<file path="src/rtl/cdb_pkg.sv">
// cdb_pkg: shared common-data-bus constants and packet type, used by the
// CDB arbiter, the common_data_bus and the reservation stations.
package cdb_pkg;

   localparam int CDB_TAG_W  = 5;
   localparam int CDB_DATA_W = 32;

   // One broadcast on the common data bus.
   typedef struct packed {
      logic                  valid;
      logic [CDB_TAG_W-1:0]  tag;
      logic [CDB_DATA_W-1:0] data;
   } cdb_pkt_t;

   // Successor of slot k in a ring of n slots.
   function automatic int rr_next(input int k, input int n);
      return (k + 1 >= n) ? 0 : k + 1;
   endfunction

endpackage

</file>
<file path="src/rtl/cdb_arbiter_rr.sv">
// rr_arbiter: N-way round-robin arbiter. Scans the request vector starting
// at the pointer, issues at most one one-hot grant per cycle and moves the
// pointer just past the granted index. The pointer holds when nothing is
// granted.
module rr_arbiter
   import cdb_pkg::*;
#(
   parameter int N = 4
) (
   input  logic         clk,
   input  logic         rst,
   input  logic [N-1:0] req_i,
   output logic [N-1:0] grant_o
);

   localparam int PTR_W = (N > 1) ? $clog2(N) : 1;

   logic [PTR_W-1:0] ptr_q;
   logic [PTR_W-1:0] ptr_d;
   logic [N-1:0]     grant_d;
   logic [PTR_W-1:0] idx_c;
   int               sum_c;
   logic             found_c;

   // Find the first requester at or after the pointer, wrapping around.
   always_comb begin
      grant_d = '0;
      ptr_d   = ptr_q;
      idx_c   = '0;
      sum_c   = 0;
      found_c = 1'b0;
      for (int off = 0; off < N; off++) begin
         sum_c = int'(ptr_q) + off;
         if (sum_c >= N) begin
            sum_c = sum_c - N;
         end
         idx_c = PTR_W'(sum_c);
         if (!found_c && req_i[idx_c]) begin
            found_c        = 1'b1;
            grant_d[idx_c] = 1'b1;
            ptr_d          = PTR_W'(rr_next(sum_c, N));
         end
      end
   end

   // Pointer register.
   always_ff @(posedge clk) begin
      if (rst) begin
         ptr_q <= '0;
      end else begin
         ptr_q <= ptr_d;
      end
   end

   assign grant_o = grant_d;

endmodule

</file>
<file path="src/rtl/cdb_arbiter.sv">
// cdb_arbiter: producer-side front end of the common data bus. Each
// functional unit owns a one-entry holding slot; full slots are granted
// round-robin, one per cycle, and the winner is broadcast through a
// registered single-cycle output toward common_data_bus.
// Optional feature macro: CDB_ARB_FLUSH_EN adds a flush input that empties
// every slot and suppresses the next broadcast.
module cdb_arbiter
   import cdb_pkg::*;
#(
   parameter int NUM_SRC = 4,
   parameter int TAG_W   = CDB_TAG_W,
   parameter int DATA_W  = CDB_DATA_W
) (
   input  logic                      clk,
   input  logic                      rst,
   input  logic [NUM_SRC-1:0]        src_valid,
   input  logic [NUM_SRC*TAG_W-1:0]  src_tag,
   input  logic [NUM_SRC*DATA_W-1:0] src_data,
   output logic [NUM_SRC-1:0]        src_ready,
   output logic                      cdb_valid,
   output logic [TAG_W-1:0]          cdb_tag,
   output logic [DATA_W-1:0]         cdb_data
`ifdef CDB_ARB_FLUSH_EN
   ,
   input  logic                      flush
`endif
);

   // Slot state: valid bits are control, tag/data are payload.
   logic [NUM_SRC-1:0] hold_v_q;
   logic [NUM_SRC-1:0] hold_v_d;
   logic [TAG_W-1:0]   hold_tag_q  [NUM_SRC];
   logic [DATA_W-1:0]  hold_data_q [NUM_SRC];

   logic [NUM_SRC-1:0] req;
   logic [NUM_SRC-1:0] grant;
   logic [NUM_SRC-1:0] ready;
   logic [NUM_SRC-1:0] accept;
   logic               flush_w;

   logic               gnt_any;
   logic [TAG_W-1:0]   gnt_tag;
   logic [DATA_W-1:0]  gnt_data;

   logic               cdb_valid_q, cdb_valid_d;
   logic [TAG_W-1:0]   cdb_tag_q,   cdb_tag_d;
   logic [DATA_W-1:0]  cdb_data_q,  cdb_data_d;

`ifdef CDB_ARB_FLUSH_EN
   assign flush_w = flush;
`else
   assign flush_w = 1'b0;
`endif

   // A flush cycle issues no grant, so the pointer stays where it was.
   assign req = hold_v_q & {NUM_SRC{~flush_w}};

   rr_arbiter #(
      .N (NUM_SRC)
   ) u_rr (
      .clk     (clk),
      .rst     (rst),
      .req_i   (req),
      .grant_o (grant)
   );

   // Ready when the slot is empty or is being drained this cycle; a flush
   // refuses everything so offered results are dropped.
   always_comb begin
      ready  = (~hold_v_q | grant) & {NUM_SRC{~flush_w}};
      accept = src_valid & ready;
   end

   // Slot occupancy: a reload on a granted slot keeps it full.
   always_comb begin
      hold_v_d = '0;
      if (!flush_w) begin
         hold_v_d = (hold_v_q & ~grant) | accept;
      end
   end

   // One-hot grant selects the broadcast payload.
   always_comb begin
      gnt_tag  = '0;
      gnt_data = '0;
      for (int i = 0; i < NUM_SRC; i++) begin
         if (grant[i]) begin
            gnt_tag  = gnt_tag  | hold_tag_q[i];
            gnt_data = gnt_data | hold_data_q[i];
         end
      end
      gnt_any = |grant;
   end

   // Output register next state: tag/data hold when nothing is granted.
   always_comb begin
      cdb_valid_d = gnt_any;
      cdb_tag_d   = cdb_tag_q;
      cdb_data_d  = cdb_data_q;
      if (gnt_any) begin
         cdb_tag_d  = gnt_tag;
         cdb_data_d = gnt_data;
      end
   end

   // Control state and broadcast register, cleared by reset.
   always_ff @(posedge clk) begin
      if (rst) begin
         hold_v_q    <= '0;
         cdb_valid_q <= 1'b0;
         cdb_tag_q   <= '0;
         cdb_data_q  <= '0;
      end else begin
         hold_v_q    <= hold_v_d;
         cdb_valid_q <= cdb_valid_d;
         cdb_tag_q   <= cdb_tag_d;
         cdb_data_q  <= cdb_data_d;
      end
   end

   // Slot payload capture; meaningless while the slot's valid bit is clear.
   always_ff @(posedge clk) begin
      for (int i = 0; i < NUM_SRC; i++) begin
         if (accept[i]) begin
            hold_tag_q[i]  <= src_tag[i*TAG_W +: TAG_W];
            hold_data_q[i] <= src_data[i*DATA_W +: DATA_W];
         end
      end
   end

   assign src_ready = ready;
   assign cdb_valid = cdb_valid_q;
   assign cdb_tag   = cdb_tag_q;
   assign cdb_data  = cdb_data_q;

endmodule

</file>
<file path="config.mk">
export PLATFORM = sky130hd
export DESIGN_NAME = cdb_arbiter
export DESIGN_NICKNAME = d
export VERILOG_FILES = /design/src/rtl/cdb_pkg.sv /design/src/rtl/cdb_arbiter_rr.sv /design/src/rtl/cdb_arbiter.sv
export SDC_FILE = /design/constraint.sdc
export NUM_CORES = 1
export LEC_CHECK = 0
export CORE_ASPECT_RATIO = 1.5
export CORE_MARGIN = 5
export CORE_UTILIZATION = 52
export CTS_BUF_LIST = sky130_fd_sc_hd__clkbuf_16
export DETAILED_ROUTE_END_ITERATION = 12
export MAX_ROUTING_LAYER = met4
export PLACE_DENSITY = 0.94
export SLEW_MARGIN = 5
export SYNTH_ARGS = -nofsm -noshare
export SYNTH_HDL_FRONTEND = slang
export SYNTH_HIERARCHICAL = 1
export SYNTH_SLANG_ARGS = --single-unit
</file>
<file path="constraint.sdc">
create_clock -name clk -period 11.9 [get_ports clk]
set_input_delay 3.57 -clock clk [delete_from_list [all_inputs] [get_ports clk]]
set_output_delay 3.57 -clock clk [all_outputs]
set_load 0.02 [all_outputs]
</file>
# ---- After elaboration in Yosys (flattened, before gate mapping)
# Memory sizes are Yosys's and may differ from the RTL's.
# Index checks and enable logic that the tools add are counted.
dict set report totals {
  n_memories 2
  elab_cells 112
  in_bits 154
  regBits 44
  ramBits 148
}
# memory depth width read_ports rd_clocked_by_memory_dff wr line_no
set mem_list {}
lappend mem_list {hold_data_q 4 32 4 0 4 cdb_arbiter.sv:33} ;# logic [DATA_W-1:0] hold_data_q [NUM_SRC];
lappend mem_list {hold_tag_q 4 5 4 0 4 cdb_arbiter.sv:32} ;# logic [TAG_W-1:0] hold_tag_q [NUM_SRC];
dict set report op_classes {
  n_bitwise 15
  n_reduce_logical 12
  n_addsub 11
  order_cmp 16
  muxes 51
}
# cell n
set op_table {}
lappend op_table {{two-way mux 32 bit} 8}
lappend op_table {{>= comparator 32 x 4 -> 1 bit, second input constant} 7}
lappend op_table {{adder 32 x 2 -> 32 bit, second input constant} 4}
lappend op_table {{bitwise OR 32 bit} 3}
lappend op_table {{subtractor 32 x 4 -> 32 bit, second input constant} 3}
lappend op_table {{two-way mux 5 bit} 4}
lappend op_table {{bitwise OR 4 bit} 5}
lappend op_table {{two-way mux 1 bit} 19}
lappend op_table {{two-way mux 2 bit} 8}
lappend op_table {{two-way mux 4 bit} 4}
lappend op_table {{bitwise OR 5 bit} 3}
lappend op_table {{< comparator 2 x 3 -> 1 bit, second input constant} 4}
lappend op_table {{bitwise AND 4 bit} 2}
lappend op_table {{binary-select mux 1 bit (select 2 bit)} 4}
lappend op_table {{demux 1 bit (select 2 bit)} 4}
lappend op_table {{>= comparator 2 x 1 -> 1 bit, second input constant} 4}
lappend op_table {{inverter 4 bit} 2}
lappend op_table {{logical AND 1 bit} 7}
lappend op_table {{adder 2 x 2 -> 3 bit, second input constant} 2}
lappend op_table {{nonzero test 4 bit} 1}
lappend op_table {{OR reduction 4 bit} 1}
lappend op_table {{subtractor 2 x 3 -> 4 bit, second input constant} 1}
lappend op_table {{adder 2 x 1 -> 3 bit, second input constant} 1}
lappend op_table {{>= comparator 2 x 3 -> 1 bit, second input constant} 1}
lappend op_table {{logical NOT 1 bit} 3}

# ---- Depth between registers and ports, before layout
dict set report logic_depth {
  depth_word 21
  depth_mapped 13
}

# ---- Hierarchy
# The synthesis kept the hierarchy.
# mod cells_each area_per_inst_um2 seq_area_each_um2 n_inst
set by_module_without_submodules {}
lappend by_module_without_submodules {cdb_arbiter 385 6735.2 5285.1 1}
lappend by_module_without_submodules {rr_arbiter 53 478.0 40.0 1}

# ---- Worst setup path after synthesis
# Ideal clock, no wire load.
dict set report synth_path {
  path_kind {register to output}
  startpoint {register u_rr.ptr_q[0]}
  endpoint {output port src_ready[1]}
  stages_incl_launch_ff 11
  required_ps 8330
  arrival_time_ps 2649
  setup_slack_ps 5681
  cell_sequence {dfxtp_1 > buf_6 > inv_1 > ha_1 > mux4_1 > buf_6 > nor2b_1 > a22oi_1 > o21ai_0 > buf_2 > nand2b_1}
}
dict set report synth_via {
  elab_chain_cells 15
  elab_cells_between_ends 60
  classes_between {add/sub: 7; order compare: 12; mux: 27; bitwise: 4; reduce/logical: 10}
}
# item line_no
set synth_lines {}
lappend synth_lines {{from (decl)} cdb_arbiter_rr.sv:18} ;# logic [PTR_W-1:0] ptr_q;
lappend synth_lines {{from (signal assigned)} cdb_arbiter_rr.sv:51} ;# ptr_q <= ptr_d;
lappend synth_lines {{parallel branches: the longest is 13 deep, another holds subtractor 32 x 4 -> 32 bit} n/a}
lappend synth_lines {{two-way mux 4 bit *} cdb_arbiter_rr.sv:38} ;# if (!found_c && req_i[idx_c]) begin
lappend synth_lines {{named net grant[1]} cdb_arbiter.sv:36} ;# logic [NUM_SRC-1:0] grant;
lappend synth_lines {{bitwise OR 4 bit *} cdb_arbiter.sv:70} ;# ready = (~hold_v_q | grant) & {NUM_SRC{~flush_w}};
lappend synth_lines {{to (decl)} cdb_arbiter.sv:19} ;# output logic [NUM_SRC-1:0] src_ready,
# Mark *: on every way through the listed nets, which the timed path passes. The select of a mux whose other input is x is not followed.

# ---- Final worst setup path
dict set report layout_path {
  startpoint {register u_rr.ptr_q[0]}
  endpoint {output port src_ready[3]}
}
# The elaborated chain is that of the path after synthesis.

==> flow_metrics.env <==
export IMPL_synth_cells=438
export IMPL_maxSlewViolCount=0
export IMPL_drc=0
export IMPL_hpwl_um=13000
export IMPL_grt_first_pass_wirelength_um=30200
export IMPL_num_vias=4925
export IMPL_pre_cts_ws_ns=4.29
export IMPL_cp_top_family="compound AO/OA/AOI/OAI gates"
export IMPL_hold_start="cdb_data[21]"
export IMPL_place_congestion=0.815
export IMPL_p_per_area_nw_per_um2=250
export IMPL_final_cell_area_um2=9850
export IMPL_avgRoutedWirePerCell_um=25.2
export IMPL_fillers=838
export IMPL_dr_pass1_iters=6
export IMPL_yosysUniqueCellTypes=33
export IMPL_rr_startpoint="u_rr/ptr_q[0]"
export IMPL_cts_sinks=192
export IMPL_yosysWarningCount=6
export IMPL_critical_path_buf_inv_count=2
export IMPL_crit_arrival_ns=4.58
export IMPL_final_util_pct=72.8
export IMPL_dieArea_um2=16400
export IMPL_dp_cells=766
export IMPL_dpl_instance_area_um2=9250
export IMPL_grt_max_degree=76
export IMPL_die_h_um=154
export IMPL_worst_slew_pin_slew_ns=1.27
export IMPL_clk_pin_slew_worst_paths_ns=0.07
export IMPL_cts_buffers_inserted=17
export IMPL_post_route_period_util_pct=68.5
export IMPL_max_freq_ghz=0.123
export IMPL_syn_num_nets=597
export IMPL_worstSetupStartpointType="flip-flop"
export IMPL_cts_tree="yes"
export IMPL_drtAntennaViolNets=0
export IMPL_insertion_delay_ns=0.42
export IMPL_synth_area_per_cell_um2=16.5
export IMPL_cts_max_level=4
export IMPL_p_total_mw=2.46
export IMPL_cts_hold_buf=0
export IMPL_cts_buffer_depth=2
export IMPL_cp_max_fo=39
export IMPL_die_width_um=106
export IMPL_outcome="finished clean"
export IMPL_slowest_stage="mux4_1"
export IMPL_crit_path_cell_trace="inv_1 > ha_1 > mux4_1 > nand3b_1 > a21oi_1 > a221o_2 > nand2b_1 > clkdlybuf4s50_1"
export IMPL_core_um2=13500
export IMPL_multi_input_area_um2=1730
export IMPL_crit_type="flip-flop to output pin"
export IMPL_required_ns=8.33
export IMPL_layout_drive_gt1_share_pct=12.7
export IMPL_vias_per_cell=6.15
export IMPL_ir_drop_mv=0.166
export IMPL_drt_initial_drc_count=310
export IMPL_rsz0062_at_grt="false"
export IMPL_worst_slack_ns=3.75
export IMPL_start_util_pct=53.3
export IMPL_fin_crit_ns=8.15
export IMPL_hold_ws_ns=0.500
export IMPL_rows=52
export IMPL_cts_resized_gates=0
export IMPL_fin_nets=782
export IMPL_crit_path_start="u_rr/ptr_q[0]"
export IMPL_wirelength_um=20200
export IMPL_setup_viol=0
export IMPL_post_cts_buffers=0
export IMPL_final_cells=801
export IMPL_grt_pass1_vias=5387
export IMPL_antenna_found_initial=3
export IMPL_synth_seq_area_share_pct=73.8
export IMPL_finalHoldViolations=0
export IMPL_io_buffers=195
export IMPL_synth_seq_cells=192
export IMPL_grtUsageTotal_pct=25.5
export IMPL_max_stage_delay_ns=0.83
export IMPL_max_cap_violations=0
export IMPL_netlist_area_um2=7210
export IMPL_slew_headroom_pct=15.6
export IMPL_cts_root_buf="clkbuf_16"
export IMPL_finClkSkew_ns=0.0117
export IMPL_p_leak_nw=3.30
export IMPL_worstHoldPathType="flip-flop to flip-flop"
export IMPL_boundaryPins=196
export IMPL_grt_ovfl_total=0
export IMPL_syn_to_final_growth_pct=36.5
export IMPL_setup_tns_ns=0
export IMPL_ff_latch_area_um2=5330
export IMPL_crit_path_end_kind="output pin"
==> layout make-up <==
| cell class | instances | area share, % |
|---|---|---|
| Timing Repair Buffer | 198 | 20.0 |
| Inverter | 6 | 0.229 |
| Clock buffer | 17 | 4.32 |
| Antenna cell | 3 | 0.0762 |
| Multi-Input combinational cell | 208 | 17.6 |
| Sequential cell | 192 | 54.1 |
| Clock inverter | 15 | 1.68 |
| Tap cell | 162 | 2.06 |
==> layout by cell type, fill, tap and decap left out, types with 2 or more instances in the layout <==
cell type / netlist / layout
diode_2: 0 / 3
inv_6: 0 / 3
buf_4: 0 / 3
nor2_1: 42 / 42
nand2_1: 2 / 2
mux4_2: 3 / 3
clkinv_8: 0 / 3
inv_1: 6 / 6
nor2b_1: 2 / 2
clkbuf_16: 0 / 17
a21oi_1: 9 / 9
ha_1: 5 / 5
a22oi_1: 81 / 81
edfxtp_1: 148 / 148
clkdlybuf4s50_1: 0 / 194
nand2b_1: 6 / 6
dfxtp_1: 44 / 44
clkinv_4: 0 / 3
inv_8: 0 / 5
o21ai_4: 0 / 3
a311oi_2: 29 / 29
and2_2: 0 / 4
a311oi_1: 8 / 8
==> tightest hold or removal path, cell delays in order, from the launching register on <==
cell      delay, ns
dfxtp_1        0.31
nor2_1         0.10
a311oi_1       0.05
==> final timing paths <==
| path | to | slack, ns | cells past startpoint |
|---|---|---|---|
| min | cdb_data[21] | 0.50 | 2 |
| max | src_ready[3] | 3.75 | 8 |
| min reg2reg | cdb_data[21] | 0.50 | 2 |
| max reg2reg | cdb_tag[2] | 7.03 | 9 |
==> cells by family (layout without fill, tap and decap cells) <==
kind of cell / Yosys count / count (layout) / synth area share, %
AOI/OAI and AO/OA: 136 / 136 / 17.0
other: 0 / 3 / 0
muxes: 4 / 4 / 1.30
DFF: 192 / 192 / 73.8
adders and majority gates: 5 / 5 / 0.867
and+or+nand+nor: 63 / 63 / 4.25
buffers and inverters: 38 / 236 / 2.72
==> metal layers <==
layer / track usage, % / routed length [um] / vias up
li1: - / - / 2140
met1: 26.8 / 6720 / 2441
met2: 45.2 / 11500 / 285
met3: 4.25 / 1080 / 59
met4: 14.1 / 914 / 0
met5: - / 0 / -
==> synth_stat cells, drive strengths merged <==
cell type  number  share of area (%)
edfxtp        148                 62
a22oi          81                8.4
dfxtp          44                 12
nor2           42                2.2
a311oi         37                7.0
clkbuf         18               0.94
buf            14                1.5
a21oi          10               0.75
nand2b          7               0.71
inv             6               0.31
ha              5               0.87
and2            4               0.35
mux4            4                1.3
o21ai           3               0.21
nand2           2               0.10
nor2b           2               0.17
nor3            2               0.29
a2111o          1               0.16
a211o           1               0.12
a221o           1               0.14
a221oi          1               0.12
nand3b          1               0.10
nor4            1              0.087
o21a            1               0.10
or2             1              0.087
or4             1               0.16
==> power breakdown <==
group / switching [mW] / internal, mW
Sequential: 0.0561 / 0.859
Clock: 0.272 / 0.283
Combinational: 0.607 / 0.380
Total: 0.935 / 1.52
==> sequential cells by signal, summed over array words and instances (netlist names) <==
register	cells
u_rr/ptr_q	2
cdb_valid	1
hold_tag_q	20
hold_data_q	128
cdb_tag	5
cdb_data	32
hold_v_q	4
Power figures use the tool's default switching activity.
